File: src/rtl/div_hilo_if.sv
// Control-unit side of the HI/LO divide stage: divide request, direct HI/LO writes, status and results.
interface div_hilo_if #(
   parameter int BITS = 32
);
   logic                   start;
   logic signed [BITS-1:0] dividend_in;
   logic signed [BITS-1:0] divisor_in;
   logic                   hi_write;
   logic                   lo_write;
   logic [BITS-1:0]        write_data;
   logic                   busy;
   logic                   done;
   logic                   div_zero;
   logic [BITS-1:0]        hi_out;
   logic [BITS-1:0]        lo_out;

   modport master (
      output start, dividend_in, divisor_in, hi_write, lo_write, write_data,
      input  busy, done, div_zero, hi_out, lo_out
   );

   modport slave (
      input  start, dividend_in, divisor_in, hi_write, lo_write, write_data,
      output busy, done, div_zero, hi_out, lo_out
   );
endinterface

File: src/rtl/div_hilo_unit.sv
// Sequential HI/LO stage around a combinational array divider: registers operands, waits SETTLE_CYCLES, captures.
// Optional macro DIV_HILO_ZERO_TRAP_EN: zero divisor completes in one cycle with LO=all ones, HI=dividend, div_zero=1.
module div_hilo_unit #(
   parameter int BITS          = 32,
   parameter int SETTLE_CYCLES = 4
) (
   input  logic            clk,
   input  logic            clr,
   div_hilo_if.slave       bus,
   output logic [BITS-1:0] div_dividend,
   output logic [BITS-1:0] div_divisor,
   input  logic [BITS-1:0] div_quotient,
   input  logic [BITS-1:0] div_remainder
);

   localparam int CW = 8;

   typedef enum logic [1:0] {
      IDLE   = 2'd0,
      SETTLE = 2'd1,
      DONE   = 2'd2
   } state_t;

   state_t          state;
   state_t          state_next;
   logic [CW-1:0]   count;
   logic            accept;
   logic            capture;
   logic            trap_hit;
   logic [BITS-1:0] hi_q;
   logic [BITS-1:0] lo_q;
   logic            zero_q;
   logic            busy_c;
   logic            done_c;

   // DONE behaves as IDLE for new requests; only SETTLE locks the unit.
   assign accept  = bus.start && (state != SETTLE);
   assign capture = (state == SETTLE) && (count == '0);

`ifdef DIV_HILO_ZERO_TRAP_EN
   assign trap_hit = accept && (bus.divisor_in == '0);
`else
   assign trap_hit = 1'b0;
`endif

   always_ff @(posedge clk or negedge clr) begin
      if (!clr) begin
         state <= IDLE;
      end else begin
         state <= state_next;
      end
   end

   always_comb begin
      state_next = state;
      busy_c     = 1'b0;
      done_c     = 1'b0;
      case (state)
         IDLE, DONE: begin
            done_c = (state == DONE);
            if (accept) begin
               state_next = trap_hit ? DONE : SETTLE;
            end else begin
               state_next = IDLE;
            end
         end
         SETTLE: begin
            busy_c = 1'b1;
            if (count == '0) begin
               state_next = DONE;
            end
         end
         default: state_next = IDLE;
      endcase
   end

   always_ff @(posedge clk or negedge clr) begin
      if (!clr) begin
         count <= '0;
      end else if (accept) begin
         count <= CW'(SETTLE_CYCLES - 1);
      end else if ((state == SETTLE) && (count != '0)) begin
         count <= count - 1'b1;
      end
   end

   // Operands only move on an accepted start, so the divider inputs are stable for the whole settle window.
   always_ff @(posedge clk or negedge clr) begin
      if (!clr) begin
         div_dividend <= '0;
         div_divisor  <= '0;
         hi_q         <= '0;
         lo_q         <= '0;
         zero_q       <= 1'b0;
      end else if (accept) begin
         div_dividend <= bus.dividend_in;
         div_divisor  <= bus.divisor_in;
         zero_q       <= 1'b0;
         if (trap_hit) begin
            lo_q   <= '1;
            hi_q   <= bus.dividend_in;
            zero_q <= 1'b1;
         end
      end else if (capture) begin
         lo_q <= div_quotient;
         hi_q <= div_remainder;
      end else if (state != SETTLE) begin
         if (bus.hi_write) hi_q <= bus.write_data;
         if (bus.lo_write) lo_q <= bus.write_data;
      end
   end

   assign bus.busy     = busy_c;
   assign bus.done     = done_c;
   assign bus.div_zero = zero_q;
   assign bus.hi_out   = hi_q;
   assign bus.lo_out   = lo_q;

endmodule

File: src/flat_wrapper.sv
// flat-port wrapper written by rule: the top's interface ports become plain ports
module div_hilo_unit_flat 
#(
   parameter int BITS          = 32,
   parameter int SETTLE_CYCLES = 4
)
  (clk, clr, div_dividend, div_divisor, div_quotient, div_remainder, bus_start, bus_dividend_in, bus_divisor_in, bus_hi_write, bus_lo_write, bus_write_data, bus_busy, bus_done, bus_div_zero, bus_hi_out, bus_lo_out);
  div_hilo_if #(.BITS(BITS)) bus_i ();
  input  logic clk;
  input  logic clr;
  output logic [BITS-1:0] div_dividend;
  output logic [BITS-1:0] div_divisor;
  input  logic [BITS-1:0] div_quotient;
  input  logic [BITS-1:0] div_remainder;
  input wire logic [$bits(bus_i.start)-1:0] bus_start;
  input wire logic [$bits(bus_i.dividend_in)-1:0] bus_dividend_in;
  input wire logic [$bits(bus_i.divisor_in)-1:0] bus_divisor_in;
  input wire logic [$bits(bus_i.hi_write)-1:0] bus_hi_write;
  input wire logic [$bits(bus_i.lo_write)-1:0] bus_lo_write;
  input wire logic [$bits(bus_i.write_data)-1:0] bus_write_data;
  output wire logic [$bits(bus_i.busy)-1:0] bus_busy;
  output wire logic [$bits(bus_i.done)-1:0] bus_done;
  output wire logic [$bits(bus_i.div_zero)-1:0] bus_div_zero;
  output wire logic [$bits(bus_i.hi_out)-1:0] bus_hi_out;
  output wire logic [$bits(bus_i.lo_out)-1:0] bus_lo_out;
  assign bus_i.start = bus_start;
  assign bus_i.dividend_in = bus_dividend_in;
  assign bus_i.divisor_in = bus_divisor_in;
  assign bus_i.hi_write = bus_hi_write;
  assign bus_i.lo_write = bus_lo_write;
  assign bus_i.write_data = bus_write_data;
  assign bus_busy = bus_i.busy;
  assign bus_done = bus_i.done;
  assign bus_div_zero = bus_i.div_zero;
  assign bus_hi_out = bus_i.hi_out;
  assign bus_lo_out = bus_i.lo_out;
  div_hilo_unit #(.BITS(BITS), .SETTLE_CYCLES(SETTLE_CYCLES)) u_core (.clk(clk), .clr(clr), .bus(bus_i), .div_dividend(div_dividend), .div_divisor(div_divisor), .div_quotient(div_quotient), .div_remainder(div_remainder));
endmodule
File: config.mk
export PLATFORM = sky130hd
export DESIGN_NAME = div_hilo_unit_flat
export DESIGN_NICKNAME = d
export VERILOG_FILES = /design/src/rtl/div_hilo_if.sv /design/src/rtl/div_hilo_unit.sv /design/src/flat_wrapper.sv
export SDC_FILE = /design/constraint.sdc
export NUM_CORES = 1
export LEC_CHECK = 0
export ABC_AREA = 1
export CORE_MARGIN = 3
export CORE_UTILIZATION = 45
export DETAILED_ROUTE_END_ITERATION = 7
export PLACE_DENSITY = 0.87
export SKIP_CTS_REPAIR_TIMING = 1
export SYNTH_ARGS = -nofsm -noshare
export SYNTH_HDL_FRONTEND = slang
export SYNTH_SLANG_ARGS = --single-unit
File: constraint.sdc
create_clock -name clk -period 3.55 [get_ports clk]
set_input_delay 0.8875 -clock clk [delete_from_list [all_inputs] [get_ports clk]]
set_output_delay 0.8875 -clock clk [all_outputs]
set_load 0.01 [all_outputs]
Word level (Yosys, flattened, before mapping)
Index checks and enable logic that the tools add are counted.
W data, S select, Z words.
{ "totals": {"input_bits": 165, "out_inout_bits": 131, "ff_bits": 138, "word_cells": 38} }
{ "op_classes": {"bitwise_logic": 1, "n_reduce_logical": 13, "eq_ne": 4, "n_mux": 13, "n_addsub": 1} }
{ "ops": {"columns": ["op", "n"], "rows": [
  ["$mux W32", 6],
  ["$mux W8", 2],
  ["$logic_not A8 Y1", 1],
  ["$reduce_bool A2 Y1", 4],
  ["$reduce_bool A8 Y1", 1],
  ["$sub A8 B1 Y8 const B", 1],
  ["$reduce_and A3 Y1", 2],
  ["$ne A2 B1 Y1 const B", 2],
  ["$pmux W2 S2", 1],
  ["$logic_and A1 B1 Y1", 3],
  ["$mux W1", 3],
  ["$eq A2 B1 Y1 const B", 1],
  ["$eq A2 B2 Y1 const B", 1],
  ["$logic_not A2 Y1", 1],
  ["$mux W2", 1],
  ["$reduce_or A2 Y1", 1],
  ["$not A1 Y1", 1]
]} }

Depth between registers and ports, before layout
Gate-level depths: netlist of the first run.
{ "depth": {"word_depth": 4, "depth_mapped": 10, "mapped_depth_nobuf": 9} }

Worst setup path before layout of the first run
No wires, ideal clock.
{ "synth_path": {"path_kind": "reg-to-output", "start": "register u_core.state[1]", "end": "output bus_busy", "slack_ns": 1.739, "t_required_ns": 2.663, "path_buffers": 1, "t_arrival_ns": 0.923, "path_stages_with_launch": 5, "path_cell_list": "dfrtp_1 -> inv_1 -> nand2_1 -> inv_1 -> clkbuf_1"} }
{ "synth_between": {"elab_chain_len": 2} }
{ "synth_rtl": {"columns": ["element", "line_no", "rtl"], "rows": [
  ["start: declaration", "div_hilo_unit.sv:24", "state_t state;"],
  ["start signal: assignment", "div_hilo_unit.sv:50", "state <= state_next;"],
  ["$eq A2 B1 Y1", "div_hilo_unit.sv:58", "case (state)"],
  ["$mux W1", "div_hilo_unit.sv:58", null],
  ["end: declaration", "flat_wrapper.sv:21", "output wire logic [$bits(bus_i.busy)-1:0] bus_busy;"]
]} }
No other way between the ends.

Worst setup path after layout of the first run
Same ends and word-level chain as after synthesis.

==> impl_metrics.csv, run 1 <==
group,metric,value,unit
timing,max_freq,383.9,MHz
timing,slew_headroom,56.76,%
die,start_util,46.70,%
global_routing,grt_overflow,0,
timing,holdWs,0.3993,ns
placement,routabilityCongestion,0.8669,
worst_setup_path,crit_required,2.66,ns
timing,setup_viol,0,
global_routing,grt_max_degree,66,
worst_setup_path,arrival,1.72,ns
timing,tightest_slew,0.6487,ns
power_and_ir_drop,switching_share,38.16,%
power_and_ir_drop,p_clk_share,21.8,%
die,die_h,123.9,µm
final_layout,diodes,0,
clocking,cts_buffers,17,
power_and_ir_drop,p_per_area,908.9,nW/µm²
clocking,clkSinkCount,138,
die,die_w,123.9,µm
die,rows,42,
status,status,"complete, no violations",
logic_synthesis,netlist_instances,801,
final_layout,finalNetCount,1250,
logic_synthesis,ys_ff_latch,138,
power_and_ir_drop,peakVddDrop,532.8,µV
detailed_routing,drc_errors,0,
global_routing,grt_antenna_before_repair,0,
logic_synthesis,netlist_area,6259,µm²
detailed_routing,drt_iter0_markers,385,
final_layout,area_growth,58.78,%
clocking,cts_max_level,4,
logic_synthesis,yosysWarnings,0,
timing,rsz0062_at_grt,"no",
final_layout,final_cell_mix,"nand2_1 (486), clkdlybuf4s50_1 (293), dfrtp_1 (138)",
final_layout,final_area,9937,µm²
worst_setup_path,cp_max_fo,3,
detailed_routing,wirelength,20.16,mm
timing,finalCriticalPeriod,2.605,ns
global_routing,grt_pass1_vias,6242,
logic_synthesis,syn-num-nets,968,
timing,hold_viol_final,0,
logic_synthesis,ys_seq_area_share,55.18,%
logic_synthesis,syn_area_per_cell,7.813,µm²
timing,finalSetupTns,0,ns
timing,fin_ws,0.9454,ns
power_and_ir_drop,p_switching,3447,µW
clocking,cts_tree,"built",
final_layout,final_layout_size_suffix_gt1_share,6.113,%
worst_setup_path,setup.worst_path.end_class,"output pin",
placement,io_buffers,294,
final_layout,finalNonFillerCells,1272,
die,ios,296,
power_and_ir_drop,seqPwrFrac,30.7,%
die,core,13400,µm²
logic_synthesis,synth_cell_types,22,
detailed_routing,postRouteAntennaNets,0,
detailed_routing,via_count,6339,
worst_setup_path,criticalPathCategory,"flip-flop to output pin",
timing,fin_crit_sh,73.37,%
final_layout,final_common_cell,"nand2_1",
clocking,cts_root_buf,"clkbuf_16",
detailed_routing,viasPerCell,4.983,
placement,hpwl,14.39,mm
timing,finalMaxSlewViolations,0,
clocking,clockBufferDepth,2,
power_and_ir_drop,leakage,0.004944,µW
detailed_routing,drt-wirelength-per-cell,15.85,µm
placement,placed_cells,1240,
placement,pre_cts_ws,0.7358,ns
power_and_ir_drop,combPwrFrac,47.4,%
placement,post_dp_cell_area,9280,µm²
worst_setup_path,start_kind,"flip-flop",
timing,fin_worst_skew,0.007039,ns
final_layout,fillers,980,
detailed_routing,firstDrtPassIters,5,
clocking,clk_latency,0.42,ns
global_routing,grt_pass1_wl,30.85,mm
power_and_ir_drop,intPower,5585,µW
die,die_area,15360,µm²
global_routing,grt_usage,26.09,%
hold_path,hold_class,"input pin to async pin",
job,drv_cap,0,
clocking,path_clk_slew,0.06,ns
logic make-up (layout without fill, tap and decap cells):
group | after synthesis | count (layout) | share of synthesized area [%]
AOI/OAI and AO/OA | 12 | 12 | 1.060
xor gates and xnor gates | 1 | 1 | 0.1400
adders and majority gates | 2 | 2 | 0.3998
buffers and inverters | 58 | 353 | 5.098
DFF | 138 | 138 | 55.18
other | 1 | 1 | 0.05992
and+or+nand+nor | 589 | 589 | 38.06
flip-flops by register name, indices dropped and copies added, names as in the netlist:
signal,count
u_core.bus.hi_out,32
u_core.bus.lo_out,32
u_core.count,8
u_core.div_dividend,32
u_core.div_divisor,32
u_core.state,2
routing by layer:
metal	up-vias	wire, µm	global-route usage [%]
li1	3035	-	-
met1	2969	7761	30.61
met4	0	688	11.50
met3	50	1758	7.947
met2	285	9950	44.24
met5	-	0	0
stage by stage:
step | power, µW | util, %
after floorplan | 4903 | -
final | 9032 | 74.16
after global routing | 9604 | 74.16
after CTS | 9089 | 74.16
after detailed placement | 7051 | 69.25
after global placement | 6927 | 69.25
critical path, stage by stage (launching register included):
cell and delay (ns):
dfrtp_1 0.38, inv_1 0.09, nand2_1 0.16, inv_2 0.14, clkdlybuf4s50_1 0.54
final timing paths:
kind | end | slack (ns) | from | depth (start not counted)
worst max-delay path | bus_busy | 0.95 | u_core.state[1] | 4
worst min-delay path | u_core.bus.hi_out[18] | 0.40 | clr | 1
worst max register to register | u_core.count[7] | 1.29 | u_core.count[0] | 8
worst min register to register | u_core.bus.lo_out[24] | 0.48 | u_core.bus.lo_out[24] | 2
max in group asynchronous | u_core.bus.hi_out[16] | 2.40 | clr | 2
min in group clk | u_core.bus.lo_out[24] | 0.48 | u_core.bus.lo_out[24] | 2
power groups by stage:
| stage | registers (µW) | clock network (µW) | logic, µW |
|---|---|---|---|
| after floorplan | 3080 | 0 | 1830 |
| after global placement | 2760 | 0 | 4170 |
| after detailed placement | 2770 | 0 | 4290 |
| after CTS | 2770 | 2000 | 4320 |
| after global routing | 2860 | 2060 | 4680 |
| final | 2780 | 1970 | 4280 |
area by class of cell:
type	instances	area, µm²	area share (%)
repair buffers	308	3062	30.81
flip-flops and latches	138	3453	34.75
clock buffers	19	442.9	4.457
clock inverters	13	214.0	2.153
well taps	176	220.2	2.216
multi-input cells	605	2496	25.12
inverters	13	48.80	0.4911
cell usage after synthesis (all sizes together):
library cell | instances | area share (%)
dfrtp | 138 | 55
nand3b | 2 | 0.24
ha | 2 | 0.40
o21a | 1 | 0.12
xor2 | 1 | 0.14
clkbuf | 5 | 0.30
inv | 13 | 0.78
nand4 | 4 | 0.40
nor2 | 13 | 1.3
buf | 40 | 4.0
o21ai | 11 | 0.94
conb | 1 | 0.060
nand2 | 499 | 30
nand3 | 71 | 5.7
No activity file was read; power rests on OpenSTA's default activity.
==> inputs of run 2 (changes only) <==
--- a/config.mk
+++ b/config.mk
@@ -7,9 +7,9 @@
 export LEC_CHECK = 0
 export ABC_AREA = 1
 export CORE_MARGIN = 3
-export CORE_UTILIZATION = 45
+export CORE_UTILIZATION = 41
 export DETAILED_ROUTE_END_ITERATION = 7
-export PLACE_DENSITY = 0.87
+export PLACE_DENSITY = 0.8
 export SKIP_CTS_REPAIR_TIMING = 1
 export SYNTH_ARGS = -nofsm -noshare
 export SYNTH_HDL_FRONTEND = slang
==> constraint.sdc (replaced) <==
create_clock -name clk -period 2.7 [get_ports clk]
set_input_delay 0.675 -clock clk [delete_from_list [all_inputs] [get_ports clk]]
set_output_delay 0.675 -clock clk [all_outputs]
set_load 0.01 [all_outputs]
==> impl_metrics.csv, run 2 (synthesis gave the netlist of run 1 again) <==
group,metric,value,unit
die,ios,296,
timing,finalMaxSlewViolations,0,
worst_setup_path,start_kind,"flip-flop",
worst_setup_path,crit_required,2.03,ns
detailed_routing,postRouteAntennaNets,0,
global_routing,grt_overflow,0,
die,die_area,16780,µm²
detailed_routing,drt-wirelength-per-cell,15.66,µm
final_layout,fillers,1212,
detailed_routing,wirelength,20.05,mm
timing,finalSetupTns,0,ns
clocking,cts_buffers,17,
timing,tightest_slew,0.6413,ns
placement,routabilityCongestion,0.8715,
power_and_ir_drop,combPwrFrac,47.8,%
detailed_routing,drc_errors,0,
worst_setup_path,criticalPathCategory,"flip-flop to output pin",
placement,io_buffers,294,
timing,rsz0062_at_grt,"no",
placement,hpwl,14.37,mm
global_routing,grt_usage,23.54,%
timing,fin_crit_sh,87.86,%
worst_setup_path,arrival,1.70,ns
worst_setup_path,cp_max_fo,5,
detailed_routing,via_count,6246,
detailed_routing,firstDrtPassIters,6,
status,status,"complete, no violations",
timing,max_freq,421.6,MHz
hold_path,hold_class,"input pin to async pin",
timing,hold_viol_final,0,
timing,setup_viol,0,
final_layout,final_layout_size_suffix_gt1_share,5.931,%
power_and_ir_drop,p_clk_share,21.4,%
power_and_ir_drop,p_switching,4439,µW
power_and_ir_drop,intPower,7394,µW
detailed_routing,drt_iter0_markers,422,
detailed_routing,viasPerCell,4.880,
clocking,cts_tree,"built",
clocking,clockBufferDepth,2,
job,drv_cap,0,
power_and_ir_drop,switching_share,37.51,%
global_routing,grt_pass1_vias,6206,
die,die_w,129.6,µm
clocking,path_clk_slew,0.06,ns
final_layout,final_common_cell,"nand2_1",
global_routing,grt_max_degree,66,
power_and_ir_drop,peakVddDrop,623.6,µV
clocking,cts_root_buf,"clkbuf_16",
final_layout,multi_input_area,2496,µm²
die,start_util,42.42,%
final_layout,area.sequential,3453,µm²
power_and_ir_drop,leakage,0.004958,µW
timing,fin_worst_skew,0.007821,ns
clocking,clk_latency,0.41,ns
global_routing,grt_antenna_before_repair,0,
final_layout,final_cell_mix,"nand2_1 (486), clkdlybuf4s50_1 (293), dfrtp_1 (138)",
global_routing,grt_pass1_wl,31.02,mm
final_layout,area_growth,59.54,%
power_and_ir_drop,p_per_area,1185,nW/µm²
final_layout,finalNetCount,1250,
die,rows,44,
clocking,cts_max_level,4,
timing,finalCriticalPeriod,2.372,ns
final_layout,diodes,0,
worst_setup_path,setup.worst_path.end_class,"output pin",
final_layout,postLayoutCoreUtil,67.67,%
die,core,14750,µm²
timing,slew_headroom,57.24,%
timing,holdWs,0.2426,ns
clocking,clkSinkCount,138,
power_and_ir_drop,seqPwrFrac,30.8,%
die,die_h,129.6,µm
-- run 2: power by group through the flow --
stage	Sequential [µW]	Clock [µW]	Combinational, µW
finish	3650	2530	5660
global route	3760	2680	6260
CTS	3640	2580	5730
detailed placement	3630	0	5690
global placement	3610	0	5600
floorplan	4040	0	2400
-- run 2: worst paths after layout --
check                                       start                      end  slack, ns  cells past startpoint
setup / recovery                  u_core.state[1]                 bus_busy       0.33                      4
setup reg to reg                  u_core.count[0]          u_core.count[5]       0.58                      8
min in group clk           u_core.div_divisor[21]   u_core.div_divisor[21]       0.48                      2
hold / removal                                clr    u_core.bus.hi_out[19]       0.24                      1
hold reg to reg            u_core.div_divisor[21]   u_core.div_divisor[21]       0.48                      2
max in group asynchronous                     clr  u_core.div_dividend[11]       1.81                      2
-- run 2: cell type report --
| cell class | count | area share (%) |
|---|---|---|
| clock buffers | 21 | 4.511 |
| clock inverters | 11 | 1.942 |
| inverters | 13 | 0.4887 |
| multi-input cells | 605 | 25.00 |
| flip-flops and latches | 138 | 34.59 |
| well taps | 184 | 2.306 |
| repair buffers | 308 | 31.17 |
-- run 2: routing by layer --
metal  part of all wire [%]  routed length [µm]  vias to the layer above  GRT usage [%]
met5                      0                   0                        -              0
met4                    2.4                 487                        0          8.741
met3                    9.6                1925                       34          8.615
met2                     48                9682                      287          38.75
met1                     40                7950                     2884          28.46
li1                       -                   -                     3041              -
-- run 2: per-stage QoR --
step,power [µW],std cells,setup WS (ns),area (µm²)
after floorplan,6447,801,1.102,6259
after CTS,11950,1280,0.3022,9985
final,11830,1280,0.3279,9985
after global placement,9214,1248,0.5945,9340
after detailed placement,9324,1248,0.5934,9340
after global routing,12700,1280,0.2599,9985
-- run 2: worst max-delay path: stages, from the launching register on --
cell and delay, ns:
dfrtp_1 0.36, inv_1 0.09, nand2_1 0.14, inv_2 0.15, clkdlybuf4s50_1 0.55
